--- src/rtl/vppm_frame_deser.sv ---
// VPPM frame deserializer: hunts for a run of zeros followed by a sync '1',
// then shifts in NBITS-bit words MSB first and hands each word to a
// one-deep valid/ready output register. Loss of frequency lock aborts
// framing without disturbing a word already waiting at the output.
module vppm_frame_deser #(
    parameter int NBITS      = 12,
    parameter int MIN_ZEROS  = 5,
    parameter int CONTINUOUS = 1
) (
    input  logic             clk,
    input  logic             rst,
    input  logic             bitIn,
    input  logic             bitValid,
    input  logic             freqLock,
    output logic [NBITS-1:0] wordOut,
    output logic             wordValid,
    input  logic             wordReady,
    output logic             syncLocked,
    output logic             overrun
);

    localparam int ZW = $clog2(MIN_ZEROS + 1);
    localparam int BW = $clog2(NBITS + 1);

    typedef enum logic [1:0] {
        HUNT = 2'd0,
        SYNC = 2'd1,
        DATA = 2'd2
    } state_t;

    state_t           state_q, state_d;
    logic [ZW-1:0]    zcnt_q, zcnt_d;
    logic [BW-1:0]    bcnt_q, bcnt_d;
    // Only the NBITS-1 most recent data bits need storing; the final bit of a
    // word comes straight from bitIn on the completion cycle.
    logic [NBITS-2:0] shift_q, shift_d;
    logic [NBITS-1:0] word_out_q, word_out_d;
    logic             word_valid_q, word_valid_d;
    logic             overrun_q, overrun_d;
    logic             sync_locked_q, sync_locked_d;
    logic [NBITS-1:0] word_s;
    logic             word_done_s;

    assign word_s = {shift_q, bitIn};

    // Framing FSM: preamble hunt, sync detection and data bit counting.
    always_comb begin
        state_d     = state_q;
        zcnt_d      = zcnt_q;
        bcnt_d      = bcnt_q;
        shift_d     = shift_q;
        word_done_s = 1'b0;
        if (!freqLock) begin
            state_d = HUNT;
            zcnt_d  = '0;
            bcnt_d  = '0;
            shift_d = '0;
        end else if (bitValid) begin
            case (state_q)
                HUNT: begin
                    if (!bitIn) begin
                        zcnt_d = zcnt_q + ZW'(1);
                        if (zcnt_q >= ZW'(MIN_ZEROS - 1)) begin
                            zcnt_d  = ZW'(MIN_ZEROS);
                            state_d = SYNC;
                        end else begin
                            state_d = HUNT;
                        end
                    end else begin
                        zcnt_d = '0;
                    end
                end
                SYNC: begin
                    if (bitIn) begin
                        state_d = DATA;
                        bcnt_d  = '0;
                        zcnt_d  = '0;
                    end else begin
                        state_d = SYNC;
                    end
                end
                DATA: begin
                    shift_d = word_s[NBITS-2:0];
                    if (bcnt_q == BW'(NBITS - 1)) begin
                        word_done_s = 1'b1;
                        bcnt_d      = '0;
                        if (CONTINUOUS == 0) begin
                            state_d = HUNT;
                            zcnt_d  = '0;
                        end else begin
                            state_d = DATA;
                        end
                    end else begin
                        bcnt_d = bcnt_q + BW'(1);
                    end
                end
                default: begin
                    state_d = HUNT;
                    zcnt_d  = '0;
                    bcnt_d  = '0;
                    shift_d = '0;
                end
            endcase
        end else begin
            state_d = state_q;
        end
    end

    // Output register: load on completion when free or being drained, else flag overrun.
    always_comb begin
        word_out_d    = word_out_q;
        word_valid_d  = word_valid_q;
        overrun_d     = overrun_q;
        sync_locked_d = (state_d == DATA);
        if (word_done_s) begin
            if (!word_valid_q || wordReady) begin
                word_out_d   = word_s;
                word_valid_d = 1'b1;
            end else begin
                overrun_d = 1'b1;
            end
        end else if (word_valid_q && wordReady) begin
            word_valid_d = 1'b0;
        end else begin
            word_valid_d = word_valid_q;
        end
    end

    // State and datapath registers with asynchronous reset.
    always_ff @(posedge clk or posedge rst) begin
        if (rst) begin
            state_q       <= HUNT;
            zcnt_q        <= '0;
            bcnt_q        <= '0;
            shift_q       <= '0;
            word_out_q    <= '0;
            word_valid_q  <= 1'b0;
            overrun_q     <= 1'b0;
            sync_locked_q <= 1'b0;
        end else begin
            state_q       <= state_d;
            zcnt_q        <= zcnt_d;
            bcnt_q        <= bcnt_d;
            shift_q       <= shift_d;
            word_out_q    <= word_out_d;
            word_valid_q  <= word_valid_d;
            overrun_q     <= overrun_d;
            sync_locked_q <= sync_locked_d;
        end
    end

    assign wordOut    = word_out_q;
    assign wordValid  = word_valid_q;
    assign overrun    = overrun_q;
    assign syncLocked = sync_locked_q;

endmodule

--- config.mk ---
export PLATFORM = sky130hd
export DESIGN_NAME = vppm_frame_deser
export DESIGN_NICKNAME = d
export VERILOG_FILES = /design/src/rtl/vppm_frame_deser.sv
export SDC_FILE = /design/constraint.sdc
export NUM_CORES = 1
export LEC_CHECK = 0
export CAP_MARGIN = 20
export CORE_AREA = 4 4 84 86
export DETAILED_ROUTE_END_ITERATION = 8
export DIE_AREA = 0 0 88 90
export GPL_TIMING_DRIVEN = 0
export SYNTH_ARGS = -nofsm -noshare
export SYNTH_HDL_FRONTEND = slang
export SYNTH_SLANG_ARGS = --single-unit
--- constraint.sdc ---
create_clock -name clk -period 2.3 [get_ports clk]
set_input_delay 0.23 -clock clk [delete_from_list [all_inputs] [get_ports clk]]
set_output_delay 0.23 -clock clk [all_outputs]
set_load 0.01 [all_outputs]
# [Yosys cells after proc, flatten, opt, wreduce, memory -nomap -nowiden]
# Cells that the tools add are included.
[word_totals] regBits=35 latch_bits=0 ramBits=0 rom_bits=0 input_bits=6 wordCells=62 mem_count=0
[op_classes] add_sub_neg=2 n_mul=0 n_div=0 magnitude_cmp=1 n_eq_ne=10 shifts=0 n_mux=28 n_bitwise=1 reduce_logical=12
[op_table] operator="$mux W11" count=2
[op_table] operator="$pmux W11 S2" count=1
[op_table] operator="$mux W4" count=4
[op_table] operator="$mux W3" count=5
[op_table] operator="$pmux W4 S3" count=1
[op_table] operator="$mux W2" count=5
[op_table] operator="$pmux W3 S3" count=1
[op_table] operator="$mux W1" count=8
[op_table] operator="$ne A2 B2 Y1 const B" count=4
[op_table] operator="$reduce_and A2 Y1" count=4
[op_table] operator="$pmux W2 S3" count=1
[op_table] operator="$reduce_and A3 Y1" count=2
[op_table] operator="$add A4 B1 Y4 const B" count=1
[op_table] operator="$eq A2 B2 Y1 const B" count=2
[op_table] operator="$eq A4 B4 Y1 const B" count=1
[op_table] operator="$add A3 B1 Y3 const B" count=1
[op_table] operator="$ge A3 B3 Y1 const B" count=1
[op_table] operator="$ne A3 B3 Y1 const B" count=1
[op_table] operator="$eq A2 B1 Y1 const B" count=1
[op_table] operator="$logic_not A2 Y1" count=1
[op_table] operator="$ne A2 B1 Y1 const B" count=1
[op_table] operator="$reduce_bool A2 Y1" count=1
[op_table] operator="$reduce_or A2 Y1" count=1
[op_table] operator="$logic_and A1 B1 Y1" count=1
[op_table] operator="other kinds (3)" count=3

# [Depth between registers and ports, before layout]
[logic_depth] ltp_word=7 depth_mapped=5 depth_no_buf=4

# [Worst setup path before layout]
# OpenSTA, ideal clock, no wires.
[synth_path] path_kind="register to register" from="reg bcnt_q[0]" to="reg word_out_q[10] (netlist: wordOut[10])" setup_ps=125 t_arrival_ps=1433 setup_slack_ps=742 stages_incl_launch_ff=6 n_path_buf=1 path_cell_list="dfrtp_1 ha_1 nand3b_1 nor3_2 buf_6 mux2_2"
[synth_via] elab_chain_len=6
[synth_lines] item="start: declaration" line="33" source="logic [BW-1:0] bcnt_q, bcnt_d;"
[synth_lines] item="start signal: assignment" line="143" source="bcnt_q <= bcnt_d;"
[synth_lines] item="$eq A4 B4 Y1" line="84" source="if (bcnt_q == BW'(NBITS - 1)) begin"
[synth_lines] item="$mux W1" line="84"
[synth_lines] item="$mux W1" line="59" source="case (state_q)"
[synth_lines] item="$mux W1" line="58" source="end else if (bitValid) begin"
[synth_lines] item="$mux W1" line="53" source="if (!freqLock) begin"
[synth_lines] item="$reduce_and A2 Y1 (no line)"
[synth_lines] item="end signal: assignment" line="145" source="word_out_q <= word_out_d;"
[synth_lines] item="end: declaration" line="37" source="logic [NBITS-1:0] word_out_q, word_out_d;"
# No other way between the ends.
# A chain may end at the register's enable or synchronous reset.

# [Worst setup path in the final report]
[layout_path] from="in freqLock" to="reg word_out_q[8] (netlist: wordOut[8])"
[layout_via] elab_chain_len=2
[layout_lines] item="start: declaration" line="14" source="input logic freqLock,"
[layout_lines] item="$mux W1" line="53"
[layout_lines] item="$reduce_and A2 Y1 (no line)"
# No other way between the ends.

==> out/qor.yml <==
outcome: "completed"
grt_pass1_wl_um: 5020
synth_fa_ha_area_share_pct: 2.46
layout.cells.non_filler: 226
cts_max_path_buffers: 2
drc_errors: 0
initial_core_util_pct: 24.3
netlist_area_um2: 1530
maxCapViolCount: 0
clk_latency_ps: 280
first_pass_iters: 4
finalCritPeriodShare_pct: 81.0
slew_violations: 0
finalClockSkew_ps: 6.90
grt_pass1_vias: 1021
synthXorXnorAreaFrac_pct: 0
vias: 1015
hold_path.class: "primary input to flip-flop"
ios: 21
drtIter0Drc: 34
crit_arrival_ps: 2030
power_leakage_nw: 0.887
netlist_instances: 121
cts-htree-levels: 2
crit_cells: 5
ant_nets: 0
areaGrowthSynthToFinish_pct: 28.3
synth.distinct_cells: 32
cts_tree: "built"
numCtsBuffers: 5
fin_util_pct: 31.2
gp_congestion: 0.693
chipWidth_um: 88
slew_headroom_pct: 57.4
clock_sinks: 35
critPathTopFamily: "buffers and inverters"
r2r_cells: 5
synth_edf_count: 0
setup_viol: 0
slowest_stage: "clkdlybuf4s50_1"
path_buf_inv: 2
power.density_nw_per_um2: 634
synth-seq-cells: 35
rsz0062_at_grt: "no"
tightestPinTransition_ps: 632
dieArea_um2: 7920
setup_tns_ps: 0
core_um2: 6280
synth_compound_area_share_pct: 12.4
antenna_found_initial: 0
diodes: 0
synth_top_area_share_pct: 57.4
cts_hold_buf: 0
place_inst: 218
wl_per_cell_um: 12.5
muxShareOfSynthArea_pct: 12.3
portBuffers: 19
hpwl_um: 2050
wl_um: 2820
vdd_drop_max_mv: 0.343
cp-end-kind: "flip-flop"
yosysSeqAreaShare_pct: 57.4
drive_gt1_share_pct: 20.8
cts-root-buf: "clkbuf_8"
die_h_um: 90
r2r_start: "bcnt_q[0]$_DFFE_PP0P_"
synth_top_family_by_area: "compound AO/OA/AOI/OAI gates"
syn-num-nets: 130
total_power_mw: 1.24
synthTopCellsByArea: "dfrtp_1 (57%), mux2_2 (10%), a22o_1 (6.3%)"
start_kind: "primary input"
path_max_fanout: 10
setup.worst_path.end: "wordOut[8]$_DFFE_PP0P_"
synth.avg_cell_area_um2: 12.6
critPathRequiredTime_ps: 2460
synthFlopType: "dfrtp_1"
post_cts_buffers: 0
yosys_warnings: 0
std_cell_rows: 29
r2r-end: "wordOut[8]$_DFFE_PP0P_"
cts_resized: 0
critPathMaxStageDelay_ps: 600
grt_max_degree: 24
timing.fmax_mhz: 537
min_period_ps: 1860
crit_chain: "clkdlybuf4s50_1 > nand4b_1 > nor3_2 > buf_6 > mux2_2"
vias_per_cell: 4.49
ys_async_sr_fraction_pct: 100
dpl-instance-area_um2: 1840
track_usage_pct: 7.86
crit_start: "freqLock"
clk_pin_slew_ps: 70
nets: 157
rrSetupSlack_ps: 480
crit_type: "primary input to flip-flop"
yosysTopAreaCell: "dfrtp_1"
fin_area_um2: 1960
synthSimpleGateAreaFrac_pct: 10.7
finalHoldViolations: 0
grt_overflow: 0
==> layer usage <==
layer	up-vias	global-route usage (%)	share of wire, %
met3	4	2.56	5.6
met1	489	11.8	51
met5	-	0	0
met2	32	10.6	43
li1	490	-	-
met4	0	2.30	0.89
==> Yosys cell counts, types with 2 or more instances <==
| cell type | instances |
|---|---|
| nand4b_1 | 2 |
| ha_1 | 3 |
| inv_1 | 9 |
| a21oi_1 | 7 |
| mux2_2 | 14 |
| o21ai_0 | 4 |
| mux2i_1 | 3 |
| a22o_1 | 11 |
| nand4_1 | 2 |
| dfrtp_1 | 35 |
| nor2_1 | 3 |
| clkbuf_1 | 2 |
| nand2_1 | 3 |
| buf_4 | 2 |
| nand3_1 | 2 |
| nand3b_1 | 3 |
==> cell type report <==
cell class              instances  area [um2]
flip-flops and latches         35         876
inverters                       9        33.8
clock buffers                   6        82.6
well taps                      77        96.3
multi-input cells              71         577
clock inverters                 2        35.0
fillers                       645        4320
plain buffers                   6        38.8
repair buffers                 20         218
==> cell usage in the layout, fill, tap and decap left out, types with 2 or more instances in the layout <==
| cell type | netlist | routed |
|---|---|---|
| nand4b_1 | 2 | 2 |
| nand2_1 | 3 | 3 |
| nor2_1 | 3 | 3 |
| nand3b_1 | 3 | 3 |
| clkbuf_8 | 0 | 6 |
| mux2_2 | 14 | 14 |
| a22o_1 | 11 | 11 |
| clkdlybuf4s50_1 | 0 | 19 |
| o21ai_0 | 4 | 4 |
| mux2i_1 | 3 | 3 |
| clkbuf_1 | 2 | 2 |
| buf_4 | 2 | 2 |
| nand4_1 | 2 | 2 |
| ha_1 | 3 | 3 |
| dfrtp_1 | 35 | 35 |
| inv_1 | 9 | 9 |
| a21oi_1 | 7 | 7 |
| nand3_1 | 2 | 2 |
==> how the worst min path moves through the flow <==
stage | slack [ps] | start | endpoint | cells past startpoint
after global routing | 300 | bitValid | state_q[1]$_DFF_PP0_ | 4
final | 270 | bitValid | zcnt_q[2]$_DFFE_PP0P_ | 3
after floorplan | 340 | freqLock | state_q[0]$_DFF_PP0_ | 2
after global placement | 450 | overrun$_DFFE_PP0P_ | overrun$_DFFE_PP0P_ | 1
after detailed placement | 460 | overrun$_DFFE_PP0P_ | overrun$_DFFE_PP0P_ | 1
after CTS | 270 | bitValid | zcnt_q[2]$_DFFE_PP0P_ | 3
==> flip-flops by register name (all words and copies together), names as in the netlist <==
register	count
shift_q	11
wordValid	1
overrun	1
wordOut	12
syncLocked	1
zcnt_q	3
state_q	2
bcnt_q	4
==> power by group <==
group / internal (mW) / switching, mW / leakage (nW)
Combinational: 0.0204 / 0.0306 / 0.338
Clock: 0.351 / 0.220 / 0.0612
Sequential: 0.618 / 0.00224 / 0.488
Total: 0.989 / 0.253 / 0.887
==> through the flow <==
step | hold slack (ps) | setup slack, ps
6_report | 270 | 437
3_3_place_gp | 446 | 137
5_1_grt | 298 | 353
4_1_cts | 265 | 439
2_1_floorplan | 338 | 742
3_5_place_dp | 458 | 142
==> cells by family after synthesis <==
logic type / count (synthesis)
compound gates: 26
fa+ha+maj: 3
buf+inv: 15
flops: 35
mux: 17
simple gates: 25
==> tightest hold or removal path, delay by kind of cell <==
family	cells	cell delay, ps
buffers and inverters	1	140
AO/OA/AOI/OAI	1	70
AND/OR/NAND/NOR	1	70
Note: power is estimated with default switching activity, not from simulation.
